==> src/rtl/pipe_stall_if.sv <==
// Handshake bundle between the 5-stage pipeline and its stall/flush controller.
// The pipeline side (master) raises requests; the controller side (slave) drives stage controls.
interface pipe_stall_if #(
  parameter int CNT_W = 16
);
  logic             ld_use_req;
  logic             branch_taken;
  logic             dmem_req;
  logic             dmem_ready;

  logic             pc_en;
  logic             ifid_en;
  logic             ifid_flush;
  logic             idex_en;
  logic             idex_bubble;
  logic             exmem_en;
  logic             busy;
  logic             timeout_err;
  logic [CNT_W-1:0] stall_cnt;
  logic [CNT_W-1:0] flush_cnt;

  modport master (
    output ld_use_req, branch_taken, dmem_req, dmem_ready,
    input  pc_en, ifid_en, ifid_flush, idex_en, idex_bubble, exmem_en,
    input  busy, timeout_err, stall_cnt, flush_cnt
  );

  modport slave (
    input  ld_use_req, branch_taken, dmem_req, dmem_ready,
    output pc_en, ifid_en, ifid_flush, idex_en, idex_bubble, exmem_en,
    output busy, timeout_err, stall_cnt, flush_cnt
  );
endinterface

==> src/rtl/pipe_stall_ctrl.sv <==
// Stall/flush controller for the 5-stage MIPS pipeline: load-use, taken branch and
// multi-cycle data-memory waits, with a wait watchdog and saturating perf counters.
module pipe_stall_ctrl #(
  parameter int CNT_W    = 16,
  parameter int WAIT_W   = 8,
  parameter int MAX_WAIT = 64
) (
  input logic         clk,
  input logic         rst,
  pipe_stall_if.slave bus
);

  typedef enum logic [1:0] {
    RUN      = 2'd0,
    MEM_WAIT = 2'd1,
    HALT     = 2'd2
  } state_t;

  localparam logic [CNT_W-1:0]  CNT_SAT  = {CNT_W{1'b1}};
  localparam logic [WAIT_W-1:0] WAIT_LIM = WAIT_W'(MAX_WAIT);
  localparam logic [WAIT_W-1:0] WAIT_ONE = WAIT_W'(1);

  state_t            state_q, state_d;
  logic [WAIT_W-1:0] wait_q, wait_d;
  logic              timeout_q, timeout_d;
  logic [CNT_W-1:0]  stall_q, flush_q;

  logic pc_en, ifid_en, ifid_flush, idex_en, idex_bubble, exmem_en;
  logic hazards_live;

  // Next-state and stage controls. Outputs depend on the live requests so a
  // hazard stalls the pipeline in the very cycle it is raised.
  always_comb begin
    // NOTE: every signal gets a default before any branch, so no path leaves
    // a variable unassigned and no latch is inferred.
    pc_en        = 1'b1;
    ifid_en      = 1'b1;
    ifid_flush   = 1'b0;
    idex_en      = 1'b1;
    idex_bubble  = 1'b0;
    exmem_en     = 1'b1;
    hazards_live = 1'b0;
    state_d      = state_q;
    wait_d       = wait_q;
    timeout_d    = timeout_q;

    unique case (state_q)
      RUN: begin
        if (bus.dmem_req && !bus.dmem_ready) begin
          state_d = MEM_WAIT;
          wait_d  = WAIT_ONE;
        end else begin
          hazards_live = 1'b1;
        end
      end

      MEM_WAIT: begin
        if (bus.dmem_ready) begin
          // Requests held during the freeze take effect in the release cycle.
          hazards_live = 1'b1;
          state_d      = RUN;
          wait_d       = '0;
        end else if (wait_q == WAIT_LIM) begin
          state_d   = HALT;
          timeout_d = 1'b1;
        end else begin
          wait_d = wait_q + WAIT_ONE;
        end
      end

      HALT: begin
        hazards_live = 1'b0;
      end

      default: begin
        state_d = RUN;
        wait_d  = '0;
      end
    endcase

    if (!hazards_live) begin
      pc_en    = 1'b0;
      ifid_en  = 1'b0;
      idex_en  = 1'b0;
      exmem_en = 1'b0;
    end else if (bus.branch_taken) begin
      // The load-use consumer sitting in ID is squashed, so the branch wins.
      ifid_flush  = 1'b1;
      idex_bubble = 1'b1;
    end else if (bus.ld_use_req) begin
      pc_en       = 1'b0;
      ifid_en     = 1'b0;
      idex_bubble = 1'b1;
    end

    if (rst) begin
      pc_en       = 1'b0;
      ifid_en     = 1'b0;
      ifid_flush  = 1'b0;
      idex_en     = 1'b0;
      idex_bubble = 1'b0;
      exmem_en    = 1'b0;
    end
  end

  always_ff @(posedge clk or posedge rst) begin
    if (rst) begin
      state_q   <= RUN;
      wait_q    <= '0;
      timeout_q <= 1'b0;
      stall_q   <= '0;
      flush_q   <= '0;
    end else begin
      // NOTE: sequential state uses non-blocking assignments so every flop
      // samples pre-edge values regardless of statement order.
      state_q   <= state_d;
      wait_q    <= wait_d;
      timeout_q <= timeout_d;
      if (!pc_en && stall_q != CNT_SAT) stall_q <= stall_q + 1'b1;
      if (ifid_flush && flush_q != CNT_SAT) flush_q <= flush_q + 1'b1;
    end
  end

  assign bus.pc_en       = pc_en;
  assign bus.ifid_en     = ifid_en;
  assign bus.ifid_flush  = ifid_flush;
  assign bus.idex_en     = idex_en;
  assign bus.idex_bubble = idex_bubble;
  assign bus.exmem_en    = exmem_en;
  assign bus.busy        = (state_q != RUN);
  assign bus.timeout_err = timeout_q;
  assign bus.stall_cnt   = stall_q;
  assign bus.flush_cnt   = flush_q;

endmodule

==> src/flat_wrapper.sv <==
// flat-port wrapper written by rule: the top's interface ports become plain ports
module pipe_stall_ctrl_flat 
#(
  parameter int CNT_W    = 16,
  parameter int WAIT_W   = 8,
  parameter int MAX_WAIT = 64
)
  (clk, rst, bus_ld_use_req, bus_branch_taken, bus_dmem_req, bus_dmem_ready, bus_pc_en, bus_ifid_en, bus_ifid_flush, bus_idex_en, bus_idex_bubble, bus_exmem_en, bus_busy, bus_timeout_err, bus_stall_cnt, bus_flush_cnt);
  pipe_stall_if #(.CNT_W(CNT_W)) bus_i ();
  input logic clk;
  input logic rst;
  input wire logic [$bits(bus_i.ld_use_req)-1:0] bus_ld_use_req;
  input wire logic [$bits(bus_i.branch_taken)-1:0] bus_branch_taken;
  input wire logic [$bits(bus_i.dmem_req)-1:0] bus_dmem_req;
  input wire logic [$bits(bus_i.dmem_ready)-1:0] bus_dmem_ready;
  output wire logic [$bits(bus_i.pc_en)-1:0] bus_pc_en;
  output wire logic [$bits(bus_i.ifid_en)-1:0] bus_ifid_en;
  output wire logic [$bits(bus_i.ifid_flush)-1:0] bus_ifid_flush;
  output wire logic [$bits(bus_i.idex_en)-1:0] bus_idex_en;
  output wire logic [$bits(bus_i.idex_bubble)-1:0] bus_idex_bubble;
  output wire logic [$bits(bus_i.exmem_en)-1:0] bus_exmem_en;
  output wire logic [$bits(bus_i.busy)-1:0] bus_busy;
  output wire logic [$bits(bus_i.timeout_err)-1:0] bus_timeout_err;
  output wire logic [$bits(bus_i.stall_cnt)-1:0] bus_stall_cnt;
  output wire logic [$bits(bus_i.flush_cnt)-1:0] bus_flush_cnt;
  assign bus_i.ld_use_req = bus_ld_use_req;
  assign bus_i.branch_taken = bus_branch_taken;
  assign bus_i.dmem_req = bus_dmem_req;
  assign bus_i.dmem_ready = bus_dmem_ready;
  assign bus_pc_en = bus_i.pc_en;
  assign bus_ifid_en = bus_i.ifid_en;
  assign bus_ifid_flush = bus_i.ifid_flush;
  assign bus_idex_en = bus_i.idex_en;
  assign bus_idex_bubble = bus_i.idex_bubble;
  assign bus_exmem_en = bus_i.exmem_en;
  assign bus_busy = bus_i.busy;
  assign bus_timeout_err = bus_i.timeout_err;
  assign bus_stall_cnt = bus_i.stall_cnt;
  assign bus_flush_cnt = bus_i.flush_cnt;
  pipe_stall_ctrl #(.CNT_W(CNT_W), .WAIT_W(WAIT_W), .MAX_WAIT(MAX_WAIT)) u_core (.clk(clk), .rst(rst), .bus(bus_i));
endmodule
==> config.mk <==
export PLATFORM = sky130hd
export DESIGN_NAME = pipe_stall_ctrl_flat
export DESIGN_NICKNAME = d
export VERILOG_FILES = /design/src/rtl/pipe_stall_if.sv /design/src/rtl/pipe_stall_ctrl.sv /design/src/flat_wrapper.sv
export SDC_FILE = /design/constraint.sdc
export NUM_CORES = 1
export LEC_CHECK = 0
export CORE_MARGIN = 5
export CORE_UTILIZATION = 45
export DETAILED_ROUTE_END_ITERATION = 6
export PLACE_DENSITY_LB_ADDON = 0.3
export SYNTH_ARGS = -nofsm -noshare
export SYNTH_HDL_FRONTEND = slang
export SYNTH_SLANG_ARGS = --single-unit
==> constraint.sdc <==
create_clock -name clk -period 4.2 [get_ports clk]
set_input_delay 1.26 -clock clk [delete_from_list [all_inputs] [get_ports clk]]
set_output_delay 1.26 -clock clk [all_outputs]
set_load 0.03 [all_outputs]
; Word level (Yosys, flattened, before mapping)
; Index checks and enable logic that the tools add are counted.
; Widths: inputs -> output; s select.
[op_classes]
add_sub_neg = 3
n_eq_ne = 8
n_mux = 24
n_bitwise = 2
n_reduce_logical = 10
[op_table]
columns = cell, n
row1 = $add 16x1->16 const B, 2
row2 = $ne 16x16->1 const B, 2
row3 = $mux 8, 3
row4 = $pmux 8 s3, 1
row5 = $mux 1, 15
row6 = $reduce_and 3->1, 3
row7 = $add 8x1->8 const B, 1
row8 = $eq 8x7->1 const B, 1
row9 = $mux 2, 3
row10 = $pmux 2 s3, 1
row11 = $logic_and 1x1->1, 3
row12 = $ne 3x2->1 const B, 1
row13 = $ne 3x3->1 const B, 1
row14 = $eq 2x1->1 const B, 1
row15 = $eq 2x2->1 const B, 1
row16 = $logic_not 1->1, 2
row17 = $logic_not 2->1, 1
row18 = $ne 2x1->1 const B, 1
row19 = $not 1->1, 2
row20 = $pmux 1 s2, 1
row21 = $reduce_bool 2->1, 1
[word_totals]
regBits = 43
input_bits = 6
out_inout_bits = 40
word_cells = 52

; Logic depth before layout (Yosys ltp)
[depth]
word_depth = 8
ltp_mapped = 7
depth_no_buf = 6

; Worst setup path before layout
; No wires, ideal clock.
[synth_path]
kind = input to output
from = input bus_dmem_req
to = output bus_idex_bubble
t_arrival_ps = 2082
required_ps = 2940
slack_ps = 858
path_stages = 3
n_path_buf = 0
cell_sequence = o21bai_4 > and2_1 > o21a_1
[synth_via]
elab_chain_len = 5
[synth_lines]
columns = item, line
row1 = start: declaration, flat_wrapper.sv:14  ; input wire logic [$bits(bus_i.dmem_req)-1:0] bus_dmem_req;
row2 = $logic_and 1x1->1, pipe_stall_ctrl.sv:49  ; if (bus.dmem_req && !bus.dmem_ready) begin
row3 = $mux 1, pipe_stall_ctrl.sv:49
row4 = $pmux 1 s2, pipe_stall_ctrl.sv:47  ; unique case (state_q)
row5 = $mux 1, pipe_stall_ctrl.sv:81  ; if (!hazards_live) begin
row6 = $mux 1, pipe_stall_ctrl.sv:96  ; if (rst) begin
row7 = end: declaration, flat_wrapper.sv:20  ; output wire logic [$bits(bus_i.idex_bubble)-1:0] bus_idex_bubble;
; No other way between the ends.

; Final worst setup path
[layout_path]
from = input bus_dmem_req
to = output bus_ifid_en
[layout_via]
elab_chain_len = 5
[layout_lines]
columns = item, line
row1 = $logic_and 1x1->1, pipe_stall_ctrl.sv:49
row2 = $mux 1, pipe_stall_ctrl.sv:49
row3 = $pmux 1 s2, pipe_stall_ctrl.sv:47
row4 = $mux 1, pipe_stall_ctrl.sv:81
row5 = $mux 1, pipe_stall_ctrl.sv:96
row6 = end: declaration, flat_wrapper.sv:17  ; output wire logic [$bits(bus_i.ifid_en)-1:0] bus_ifid_en;
; No other way between the ends.

==> flow_metrics.env <==
export IMPL_status="finished clean"
export IMPL_synth_avg_cell_area_um2=10.1
export IMPL_switchingPower_mw=0.599
export IMPL_synthAdderAreaFrac_pct=2.32
export IMPL_period_minus_slack_ps=4120
export IMPL_cts_sinks=43
export IMPL_skew_ps=9.23
export IMPL_antenna_found_initial=0
export IMPL_start_util_pct=46.0
export IMPL_peakVddDrop_uv=332
export IMPL_cts_post_setup_buffers_inserted=0
export IMPL_grt_ovfl_total=0
export IMPL_async_flop_share_pct=100
export IMPL_die_area_um2=6280
export IMPL_rsz0062_at_grt="no"
export IMPL_setup_viol=0
export IMPL_synth_cell_types=37
export IMPL_tns_ps=0
export IMPL_final_util_pct=59.0
export IMPL_synthToLayoutAreaGrowth_pct=28.3
export IMPL_max_clock_freq_mhz=242
export IMPL_die_y_um=79.3
export IMPL_clk_pin_slew_ps=70
export IMPL_hpwl_mm=3.24
export IMPL_yosysSeqAreaShare_pct=49.9
export IMPL_cts_inserted_buffers=5
export IMPL_grt_max_degree=44
export IMPL_end_kind="primary output"
export IMPL_synth_edf_count=0
export IMPL_p_comb_share_pct=38.8
export IMPL_ys_ff_latch=43
export IMPL_cts_buffer_depth=2
export IMPL_cts_tree="done"
export IMPL_htree_levels=2
export IMPL_finalCritPeriodShare_pct=98.2
export IMPL_maxCapViolCount=0
export IMPL_syn_area_um2=2160
export IMPL_drtIter0Drc=47
export IMPL_track_usage_pct=15.2
export IMPL_cts_hold_buf=0
export IMPL_whs_ps=487
export IMPL_hp_class="reg -> reg"
export IMPL_fp_dieW_um=79.3
export IMPL_grt_pass1_wl_mm=7.61
export IMPL_wl_per_cell_um=13.5
export IMPL_pwr_share_clk_pct=19.6
export IMPL_core_area_um2=4690
export IMPL_final_max_slew_viol_count=0
export IMPL_gp_congestion=0.811
export IMPL_vias=1706
export IMPL_r2r_slack_ps=2010
export IMPL_drive_gt1_share_pct=7.58
export IMPL_critPathMaxFanout=8
export IMPL_post_cts_resized=0
export IMPL_synth_top_family_by_area="simple AND/OR/NAND/NOR gates"
export IMPL_synth_simple_gate_area_share_pct=23.9
export IMPL_yosysWarningCount=0
export IMPL_ios=46
export IMPL_postRouteWirelength_mm=4.31
export IMPL_drtPass1Iterations=4
export IMPL_synth_mux_area_fraction_pct=2.96
export IMPL_seqPwrFrac_pct=41.5
export IMPL_grt_pass1_vias=1681
export IMPL_tightestPinTransition_ps=820
export IMPL_use_met2_pct=25.7
export IMPL_viasPerCell=5.36
export IMPL_met3_usage_pct=4.20
export IMPL_fill_cells=408
export IMPL_cp_start_kind="input port"
export IMPL_rows=25
export IMPL_gr_usage_met1_pct=19.0
export IMPL_syn_num_nets=224
export IMPL_insertion_delay_ps=290
export IMPL_root_buffer="clkbuf_8"
export IMPL_final_cell_mix="clkdlybuf4s50_1 (43), dfrtp_1 (43), nor2_1 (26), nand2_1 (22), xor2_1 (19)"
export IMPL_synth_xor_area_share_pct=12.6
export IMPL_synth_compound_area_share_pct=5.74
export IMPL_ant_nets=0
export IMPL_synth_flop_cell="dfrtp_1"
export IMPL_drc=0
export IMPL_reg2reg_depth=6
export IMPL_slew_limit_headroom_pct=44.9
export IMPL_arrival_ps=2860
export IMPL_dpl_instance_area_um2=2670
export IMPL_top_usage_layer="met2"
export IMPL_final_area_um2=2770
export IMPL_crit_required_ps=2940
export IMPL_power_density_nw_per_um2=558
export IMPL_final_nets=274
export IMPL_port_buffers=45
export IMPL_syn_inst=214
export IMPL_hold_violations=0
export IMPL_worstSetupPathType="in -> out"
export IMPL_num_antenna_cells=0
export IMPL_p_leak_nw=1.18
export IMPL_switching_share_pct=38.8
export IMPL_min_path_cells=1
export IMPL_p_int_mw=0.946
worst max-delay path, cell delays in order:
cell and delay (ps):
clkdlybuf4s50_1 450, o21bai_4 200, and3_4 270, clkdlybuf4s50_1 680
final timing paths:
kind                                               startpoint                                    to
min in group asynchronous                                 rst   u_core.bus.stall_cnt[3]$_DFFE_PP0P_
hold reg to reg            u_core.bus.timeout_err$_DFFE_PP0P_    u_core.bus.timeout_err$_DFFE_PP0P_
setup reg to reg                u_core.state_q[1]$_DFFE_PP0P_  u_core.bus.flush_cnt[15]$_DFFE_PP0P_
max in group asynchronous                                 rst          u_core.wait_q[4]$_DFFE_PP0P_
setup / recovery                                 bus_dmem_req                           bus_ifid_en
hold / removal             u_core.bus.timeout_err$_DFFE_PP0P_    u_core.bus.timeout_err$_DFFE_PP0P_
power groups by stage:
| stage | clock network (mW) | registers, mW | logic (mW) |
|---|---|---|---|
| 4_1_cts | 0.314 | 0.641 | 0.608 |
| 5_1_grt | 0.334 | 0.666 | 0.648 |
| 3_3_place_gp | 0 | 0.646 | 0.595 |
| 6_report | 0.304 | 0.642 | 0.600 |
| 2_1_floorplan | 0 | 0.803 | 0.200 |
| 3_5_place_dp | 0 | 0.648 | 0.605 |
flip-flops by register name, summed over array words and instances (netlist names):
name and count:
u_core.bus.timeout_err 1, u_core.wait_q 8, u_core.state_q 2, u_core.bus.flush_cnt 16
u_core.bus.stall_cnt 16
per-stage QoR:
step	std cells	total power [mW]	worst slack (ps)
4_1_cts	318	1.56	73.2
6_report	318	1.54	75.6
5_1_grt	318	1.65	3.98
3_3_place_gp	311	1.24	80.9
3_5_place_dp	311	1.25	73.0
2_1_floorplan	214	1.00	858
kinds of logic after synthesis:
| kind of cell | after synthesis |
|---|---|
| simple gates | 100 |
| buf+inv | 11 |
| fa+ha+maj | 4 |
| xor+xnor | 31 |
| compound gates | 19 |
| mux | 6 |
| flops | 43 |
synthesized netlist by cell type (2+ instances only):
master	n	area (um2)
nor3_1	5	25.0
nor4_1	3	18.8
nor3_2	2	20.0
xnor2_1	12	105
mux2_2	3	33.8
and2_1	2	12.5
nand4_1	15	93.8
o21a_1	2	15.0
and4_1	2	17.5
nand3_1	10	50.1
ha_1	4	50.1
inv_1	5	18.8
and3_1	3	18.8
xor2_1	19	166
a21oi_1	5	25.0
nor3b_1	2	15.0
mux2i_1	3	30.0
dfrtp_1	43	1080
clkbuf_1	2	7.51
nor2_1	26	97.6
o21ai_0	7	35.0
buf_4	2	15.0
nand2_1	22	82.6
or4_1	2	15.0
routing by layer:
layer	wire (um)	vias up
met3	192	5
met2	2110	49
li1	-	840
met4	51	0
met1	1950	812
met5	0	-
layout make-up:
type / count / area [um2] / share of cell area [%]
flip-flops and latches: 43 / 1080 / 38.8
repair buffers: 49 / 480 / 17.3
well taps: 54 / 67.6 / 2.44
clock inverters: 1 / 30.0 / 1.08
clock buffers: 6 / 72.6 / 2.62
inverters: 5 / 18.8 / 0.678
multi-input cells: 160 / 1020 / 37.0
No activity file was read; power rests on OpenSTA's default activity.
